File: config.mk
export PLATFORM = sky130hd
export DESIGN_NAME = spi_device_flat
export DESIGN_NICKNAME = d
export VERILOG_FILES = /design/src/rtl/spi_device_if.sv /design/src/rtl/spi_device.sv /design/src/flat_wrapper.sv
export SDC_FILE = /design/constraint.sdc
export NUM_CORES = 1
export LEC_CHECK = 0
export CELL_PAD_IN_SITES_DETAIL_PLACEMENT = 0
export CELL_PAD_IN_SITES_GLOBAL_PLACEMENT = 2
export CORE_MARGIN = 2
export CORE_UTILIZATION = 32
export CTS_CLUSTER_SIZE = 28
export DETAILED_ROUTE_END_ITERATION = 7
export GPL_TIMING_DRIVEN = 0
export HOLD_SLACK_MARGIN = 0.06
export PLACE_DENSITY = 0.84
export SYNTH_ARGS = -nofsm -noshare
export SYNTH_HDL_FRONTEND = slang
export SYNTH_SLANG_ARGS = --single-unit
export TNS_END_PERCENT = 20
File: constraint.sdc
create_clock -name clk -period 1.9 [get_ports clk]
set_input_delay 0.285 -clock clk [delete_from_list [all_inputs] [get_ports clk]]
set_output_delay 0.285 -clock clk [all_outputs]
set_load 0.01 [all_outputs]
File: src/rtl/spi_device_if.sv
// SPI pin and control-side signals of the SPI slave front end.
// The slave modport is the device view; the master modport drives the pins and control inputs.
interface spi_device_if;
    logic       sck;
    logic       cs_n;
    logic       mosi;
    logic       miso;
    logic       miso_oe;
    logic       spi_cs;
    logic [7:0] spi_rx_data;
    logic       spi_rx_strobe;
    logic [7:0] spi_tx_data;
    logic       spi_tx_strobe;

    modport slave (
        input  sck, cs_n, mosi, spi_tx_data, spi_tx_strobe,
        output miso, miso_oe, spi_cs, spi_rx_data, spi_rx_strobe
    );

    modport master (
        output sck, cs_n, mosi, spi_tx_data, spi_tx_strobe,
        input  miso, miso_oe, spi_cs, spi_rx_data, spi_rx_strobe
    );
endinterface

File: src/rtl/spi_device.sv
// SPI slave front end, mode 0, MSB first. Pins are synchronised into clk,
// bytes are deserialised to spi_rx_data and serialised from spi_tx_data onto MISO.
module spi_device #(
    parameter int         SYNC_STAGES = 2,
    parameter logic [7:0] FILL_BYTE   = 8'h00
) (
    input  logic         clk,
    input  logic         reset_n,
    spi_device_if.slave  bus
);
    logic [SYNC_STAGES-1:0] sck_sync, cs_sync, mosi_sync;
    logic       sck_prev;
    logic       sck_s, cs_s, mosi_s;
    logic       sck_rise, sck_fall, selected;

    logic [2:0] bit_count;
    logic [7:0] rx_shift, rx_next, tx_shift, hold, rx_data;
    logic       pending, rx_strobe, miso_r, miso_oe_r, spi_cs_r;

    assign sck_s    = sck_sync[SYNC_STAGES-1];
    assign cs_s     = cs_sync[SYNC_STAGES-1];
    assign mosi_s   = mosi_sync[SYNC_STAGES-1];
    assign sck_rise = sck_s & ~sck_prev;
    assign sck_fall = ~sck_s & sck_prev;
    assign selected = ~cs_s;
    assign rx_next  = {rx_shift[6:0], mosi_s};

    // Idle chain values: SCK low, chip deselected.
    always_ff @(posedge clk or negedge reset_n) begin
        if (!reset_n) begin
            sck_sync  <= '0;
            cs_sync   <= '1;
            mosi_sync <= '0;
            sck_prev  <= 1'b0;
        end else begin
            sck_sync  <= {sck_sync[SYNC_STAGES-2:0], bus.sck};
            cs_sync   <= {cs_sync[SYNC_STAGES-2:0], bus.cs_n};
            mosi_sync <= {mosi_sync[SYNC_STAGES-2:0], bus.mosi};
            sck_prev  <= sck_s;
        end
    end

    always_ff @(posedge clk or negedge reset_n) begin
        if (!reset_n) begin
            bit_count <= 3'd0;
            rx_shift  <= 8'h00;
            tx_shift  <= FILL_BYTE;
            hold      <= 8'h00;
            pending   <= 1'b0;
            rx_data   <= 8'h00;
            rx_strobe <= 1'b0;
            miso_r    <= FILL_BYTE[7];
            miso_oe_r <= 1'b0;
            spi_cs_r  <= 1'b1;
        end else begin
            rx_strobe <= 1'b0;
            spi_cs_r  <= cs_s;
            miso_oe_r <= selected;
            miso_r    <= tx_shift[7];
            // Held cleared while deselected: covers mid-byte deselect and
            // beats a coincident 8th rise, so a partial byte never strobes.
            if (!selected) begin
                bit_count <= 3'd0;
                rx_shift  <= 8'h00;
                tx_shift  <= FILL_BYTE;
                pending   <= 1'b0;
            end else if (sck_rise) begin
                rx_shift  <= rx_next;
                bit_count <= bit_count + 3'd1;
                if (bit_count == 3'd7) begin
                    rx_data   <= rx_next;
                    rx_strobe <= 1'b1;
                    tx_shift  <= bus.spi_tx_strobe ? bus.spi_tx_data :
                                 pending           ? hold : FILL_BYTE;
                    pending   <= 1'b0;
                end else if (bus.spi_tx_strobe) begin
                    hold    <= bus.spi_tx_data;
                    pending <= 1'b1;
                end
            end else begin
                // No shift on the fall right after a reload keeps the new MSB presented.
                if (sck_fall && bit_count != 3'd0)
                    tx_shift <= {tx_shift[6:0], 1'b0};
                if (bus.spi_tx_strobe) begin
                    if (bit_count == 3'd0) begin
                        tx_shift <= bus.spi_tx_data;
                    end else begin
                        hold    <= bus.spi_tx_data;
                        pending <= 1'b1;
                    end
                end
            end
        end
    end

    assign bus.miso          = miso_r;
    assign bus.miso_oe       = miso_oe_r;
    assign bus.spi_cs        = spi_cs_r;
    assign bus.spi_rx_data   = rx_data;
    assign bus.spi_rx_strobe = rx_strobe;
endmodule

File: src/flat_wrapper.sv
// flat-port wrapper written by rule: the top's interface ports become plain ports
module spi_device_flat 
#(
    parameter int         SYNC_STAGES = 2,
    parameter logic [7:0] FILL_BYTE   = 8'h00
)
  (clk, reset_n, bus_sck, bus_cs_n, bus_mosi, bus_spi_tx_data, bus_spi_tx_strobe, bus_miso, bus_miso_oe, bus_spi_cs, bus_spi_rx_data, bus_spi_rx_strobe);
  spi_device_if bus_i ();
  input  logic clk;
  input  logic reset_n;
  input wire logic [$bits(bus_i.sck)-1:0] bus_sck;
  input wire logic [$bits(bus_i.cs_n)-1:0] bus_cs_n;
  input wire logic [$bits(bus_i.mosi)-1:0] bus_mosi;
  input wire logic [$bits(bus_i.spi_tx_data)-1:0] bus_spi_tx_data;
  input wire logic [$bits(bus_i.spi_tx_strobe)-1:0] bus_spi_tx_strobe;
  output wire logic [$bits(bus_i.miso)-1:0] bus_miso;
  output wire logic [$bits(bus_i.miso_oe)-1:0] bus_miso_oe;
  output wire logic [$bits(bus_i.spi_cs)-1:0] bus_spi_cs;
  output wire logic [$bits(bus_i.spi_rx_data)-1:0] bus_spi_rx_data;
  output wire logic [$bits(bus_i.spi_rx_strobe)-1:0] bus_spi_rx_strobe;
  assign bus_i.sck = bus_sck;
  assign bus_i.cs_n = bus_cs_n;
  assign bus_i.mosi = bus_mosi;
  assign bus_i.spi_tx_data = bus_spi_tx_data;
  assign bus_i.spi_tx_strobe = bus_spi_tx_strobe;
  assign bus_miso = bus_i.miso;
  assign bus_miso_oe = bus_i.miso_oe;
  assign bus_spi_cs = bus_i.spi_cs;
  assign bus_spi_rx_data = bus_i.spi_rx_data;
  assign bus_spi_rx_strobe = bus_i.spi_rx_strobe;
  spi_device #(.SYNC_STAGES(SYNC_STAGES), .FILL_BYTE(FILL_BYTE)) u_core (.clk(clk), .reset_n(reset_n), .bus(bus_i));
endmodule
==> Word level (Yosys, flattened, before mapping) <==
Index checks and enable logic that the tools add are counted.
{ "word_totals": {"ff_bits": 46, "latch_bits": 0, "mem_bits_rw": 0, "romBits": 0, "inputBits": 14, "output_inout_bits": 12, "word_cells": 62, "mem_count": 0} }
{ "op_classes": {"n_addsub": 1, "mul": 0, "n_div": 0, "n_lt_le_gt_ge": 0, "eq_ne": 5, "shifts": 0, "n_mux": 26, "n_bitwise": 5, "reduce_logical": 11} }
{ "ops": {"columns": ["op", "n"], "rows": [
  ["2-to-1 mux 8 bit", 13],
  ["2-to-1 mux 7 bit", 2],
  ["2-to-1 mux 1 bit", 9],
  ["nonzero test 3 bit", 3],
  ["2-to-1 mux 3 bit", 2],
  ["AND reduction 3 bit", 2],
  ["nonzero test 2 bit", 3],
  ["AND reduction 5 bit", 1],
  ["adder 3 x 1 -> 3 bit (second input constant)", 1],
  ["equality test 3 bit (second input constant)", 1],
  ["zero test 3 bit", 1],
  ["inequality test 3 x 1 -> 1 bit (second input constant)", 1],
  ["inequality test 3 x 2 -> 1 bit (second input constant)", 1],
  ["NOT 1 bit", 3],
  ["bitwise AND 1 bit", 2],
  ["inequality test 2 x 1 -> 1 bit (second input constant)", 1],
  ["inequality test 2 bit (second input constant)", 1],
  ["logical AND 1 bit", 1]
]} }

==> Logic depth before layout (Yosys ltp) <==
{ "logic_depth": {"ltp_word": 8, "mapped_depth": 8} }

==> Least setup slack after synthesis <==
No wires, ideal clock.
{ "synth_path": {"path_kind": "register to register", "startpoint": "register u_core.bit_count[0]", "endpoint": "register u_core.tx_shift[7]", "arrival_ps": 1683, "t_required_ps": 1768, "setup_slack_ps": 85, "stages_incl_launch_ff": 8, "n_path_buf": 1, "period_less_slack_ps": 1815, "path_cell_list": "dfrtp_1 ha_1 ha_1 and4bb_1 buf_2 and3_1 a2111oi_0 nor2_1"} }
{ "synth_between": {"elab_chain_cells": 7, "word_cells_on_any_way": 10, "cone_classes": "eq/ne: 2; mux: 5; reduce/logical: 3"} }
{ "synth_lines": {"columns": ["element", "line_no", "text"], "rows": [
  ["start, declared", "spi_device.sv:16", "logic [2:0] bit_count;"],
  ["start signal, assigned", "spi_device.sv:69", "bit_count <= bit_count + 3'd1;"],
  ["nonzero test 3 bit", "spi_device.sv:82", "if (sck_fall && bit_count != 3'd0)"],
  ["logical AND 1 bit", "spi_device.sv:82", null],
  ["2-to-1 mux 8 bit", "spi_device.sv:82", null],
  ["2-to-1 mux 8 bit", "spi_device.sv:85", "if (bit_count == 3'd0) begin"],
  ["2-to-1 mux 8 bit", "spi_device.sv:84", "if (bus.spi_tx_strobe) begin"],
  ["2-to-1 mux 8 bit", "spi_device.sv:67", "end else if (sck_rise) begin"],
  ["2-to-1 mux 8 bit", "spi_device.sv:62", "if (!selected) begin"],
  ["end signal, assigned", "spi_device.sv:73", "tx_shift <= bus.spi_tx_strobe ? bus.spi_tx_data :"],
  ["end signal, assigned", "spi_device.sv:83", "tx_shift <= {tx_shift[6:0], 1'b0};"],
  ["end signal, assigned", "spi_device.sv:86", "tx_shift <= bus.spi_tx_data;"],
  ["end, declared", "spi_device.sv:17", "logic [7:0] rx_shift, rx_next, tx_shift, hold, rx_data;"]
]} }
Several ways; a longest one is shown, not always the timed one.
A chain may end at the register's enable or synchronous reset.

==> Final worst setup path <==
Ends and elaborated chain as after synthesis.

==> reports/qor.csv <==
stage;metric;value;unit
outcome;status;finished clean;
critical_path;cp_max_fo;10;
critical_path;startpoint_type;flip-flop;
critical_path;critPathLaunch;u_core.bit_count[0]$_DFFE_PN0P_;
final_layout;layout-drive-gt1-share;23.29;%
clocking;clock_path_buffers;2;
worst_hold_path;worstHoldPathType;flip-flop to flip-flop;
synthesis;synth_edf_count;0;
clocking;h-tree-depth;2;
critical_path;reg2reg_from;u_core.bit_count[0]$_DFFE_PN0P_;
worst_hold_path;hp-start;u_core.sck_sync[0]$_DFF_PN0_;
route;detail_route.wl_per_cell;14.99;microns
clocking;insertion_delay;0.30;ns
clocking;cts_buffers;5;
route;vias;1513;
flow_run;maxCapViolCount;0;
critical_path;cp_data_arrival_time;1.98;ns
synthesis;synth.area.mux_share;9.162;%
synthesis;async_reset_ff_share;100.0;%
route;wirelength;4.437;mm
synthesis;synth_compound_area_share;11.03;%
sta;rsz0062_at_grt;no;
route;dr_wl_met3;212;microns
pwr;p_leak;1.118;nW
placed_design;place.gp.congestion;0.7688;
synthesis;ys_types;36;
critical_path;crit_path_end_kind;flip-flop;
floorplanning;die_area;7147;sq um
critical_path;r2r_end;u_core.tx_shift[7]$_DFFE_PN0P_;
synthesis;yosys.cell_count.top_type;dfrtp_1;
floorplanning;fp.dieW;84.54;microns
route;drtIter0Drc;108;
final_layout;syn_to_final_growth;24.47;%
synthesis;synth_cells;183;
critical_path;reg2reg_depth;7;
synthesis;synthSimpleGateAreaFrac;18.69;%
route;firstDrtPassIters;4;
clocking;cts_tree;yes;
sta;finalHoldViolCount;0;
grt;grt_usage;12.90;%
synthesis;syn_area;2076;sq um
pwr;total_power;1.975;mW
final_layout;diodes;0;
grt;overflow;0;
critical_path;crit_chain;ha_1 > ha_4 > and4bb_1 > buf_4 > and3_1 > a2111oi_2 > nor2_1;
clocking;clockRootBuffer;clkbuf_8;
floorplanning;coreArea;6314;sq um
pwr;powerDensity;764.3;nW/um^2
route;drc;0;
clocking;cts.reportedPaths.clkPinSlew;0.09;ns
synthesis;avgSynthCellArea;11.34;sq um
placed_design;dp_hpwl;3.036;mm
synthesis;synth_area_leaders;dfrtp_1, mux2_2, nand2_1, a21oi_1, dfstp_2;
route;routed.top_layer;met4;
sta;relSlewSlack;62.59;%
synthesis;yosys.area_share.adder;1.808;%
sta;hold_ws;0.3571;ns
clocking;cts_num_sinks;46;
sta;period_minus_slack;1.797;ns
sta;worstMarginPinSlew;0.5612;ns
placed_design;port-buffer-count;25;
synthesis;ys.flop_type;dfrtp_1;
synthesis;synth_top_area_share;51.84;%
route;postRouteAntennaNets;0;
synthesis;yosys_warnings;0;
worst_hold_path;holdPathEnd;u_core.sck_sync[1]$_DFF_PN0_;
critical_path;r2r_slack;0.10;ns
synthesis;synthXorXnorAreaFrac;0;%
floorplanning;floorplan.initialDensity;32.88;%
sta;timing.final.crit_share;94.57;%
route;vias_per_cell;5.111;
critical_path;crit_type;flip-flop to flip-flop;
worst_hold_path;holdPathStages;0;
grt;antenna_found_initial;0;
final_layout;utilization;40.92;%
sta;fmax;556.5;MHz
grt;grt_max_degree;25;
sta;worst_slack;0.1032;ns
sta;finalMaxSlewViolations;0;
synthesis;yosysTopAreaCell;dfrtp_1;
sta;fin_skew;0.005080;ns
synthesis;synthesis.nets;200;
synthesis;synth_top_family_by_area;simple AND/OR/NAND/NOR gates;
final_layout;fin_nets;235;
route;wl_met2;2.034;mm
sta;finalSetupViolCount;0;
synthesis;synth.top_cells.by_count;dfrtp_1, nand2_1, a21oi_1;
route;wl_met1;2.157;mm
critical_path;slowest_stage;dfrtp_1;
critical_path;worst_path_largest_cell_delay;0.40;ns
pwr;max-vdd-ir-drop;0.0004268;V
floorplanning;io_pins;26;
floorplanning;rows;29;
floorplanning;dieHeight;84.54;microns
synthesis;ys_seq_area_share;55.64;%
critical_path;critPathRequiredTime;2.08;ns
placed_design;post-place-ws;-0.3176;ns
grt;grt_first_pass_wirelength;7.320;mm
synthesis;synth_seq_cells;46;
grt;grt_pass1_vias;1515;
## logic make-up after synthesis
group	Yosys count
AO/OA/AOI/OAI	38
flip-flops	46
adder cells (fa/ha/maj)	3
multiplexers	17
buffers and inverters	14
AND/OR/NAND/NOR	65
## state kept, by name, indices dropped and copies added (netlist names)
| register | flops |
|---|---|
| u_core.bus.spi_rx_data | 8 |
| u_core.hold | 8 |
| u_core.tx_shift | 8 |
| u_core.rx_shift | 7 |
| u_core.bit_count | 3 |
| u_core.cs_sync | 2 |
| u_core.mosi_sync | 2 |
| u_core.sck_sync | 2 |
| u_core.bus.miso | 1 |
| u_core.bus.miso_oe | 1 |
| u_core.bus.spi_cs | 1 |
| u_core.bus.spi_rx_strobe | 1 |
| u_core.pending | 1 |
| u_core.sck_prev | 1 |
## cell usage in the layout (no fill, tap or decap), drive strengths merged, types with 2 or more instances in the layout
cell           instances
dfrtp                 43
nand2                 28
clkdlybuf4s50         24
a21oi                 20
mux2                  16
buf                   11
nor3                  10
o21ai                  8
clkbuf                 8
a221oi                 6
or4                    6
nor4                   6
nor2                   4
inv                    3
dfstp                  3
nand3                  3
ha                     3
nand2b                 2
nor2b                  2
a2111oi                2
clkinv                 2
## critical path: cells and delay by family (launching register included)
kind	cells	cell delay, ns
AND/OR/NAND/NOR	3	0.47
adder cells (fa/ha/maj)	2	0.44
flip-flops	1	0.40
AO/OA/AOI/OAI	1	0.20
buffers and inverters	1	0.19
## cell type report
cell class	count	area, sq um
multi-input cells	123	867.1
fillers	632	3730
clock inverters	3	21.27
inverters	3	11.26
clock buffers	5	68.82
repair buffers	28	295.3
well taps	77	96.34
plain buffers	11	68.82
flip-flops and latches	46	1155
## repair_timing
action,CTS,global route
endpoints found under the setup margin,1,11
pin swaps,0,1
buffers inserted,0,1
hold buffers,1,0
gates resized for setup,4,5
hold endpoints to repair,20,0
## stage by stage
stage	cell area [sq um]	instances	TNS, ns
2_1_floorplan	2076	183	0
3_3_place_gp	2422	285	-39.33
3_5_place_dp	2437	286	-4.006
4_1_cts	2549	295	0
5_1_grt	2584	296	0
6_report	2584	296	0
## worst max-delay path by stage
| stage | slack [ns] | end | cells past startpoint |
|---|---|---|---|
| 6_report | 0.10 | u_core.tx_shift[7]$_DFFE_PN0P_ | 7 |
| 5_1_grt | 0.01 | u_core.tx_shift[7]$_DFFE_PN0P_ | 7 |
| 4_1_cts | 0.002 | u_core.tx_shift[5]$_DFFE_PN0P_ | 8 |
| 3_5_place_dp | -0.32 | u_core.hold[3]$_DFFE_PN0P_ | 4 |
| 3_3_place_gp | -0.81 | u_core.bus.spi_rx_data[5]$_DFFE_PN0P_ | 1 |
| 2_1_floorplan | 0.09 | u_core.tx_shift[7]$_DFFE_PN0P_ | 7 |
## routing by layer
layer | track usage [%] | vias up
met5 | 0 | -
met4 | 3.752 | 0
met3 | 3.441 | 4
met2 | 19.33 | 43
met1 | 18.41 | 731
li1 | - | 735
## where the power goes
group          switching (mW)  total [mW]  leakage [nW]  internal [mW]
Clock                   0.337       0.596        0.0441          0.259
Sequential             0.0430        1.10         0.592           1.06
Combinational           0.139       0.274         0.482          0.136
No activity file was read; power rests on OpenSTA's default activity.
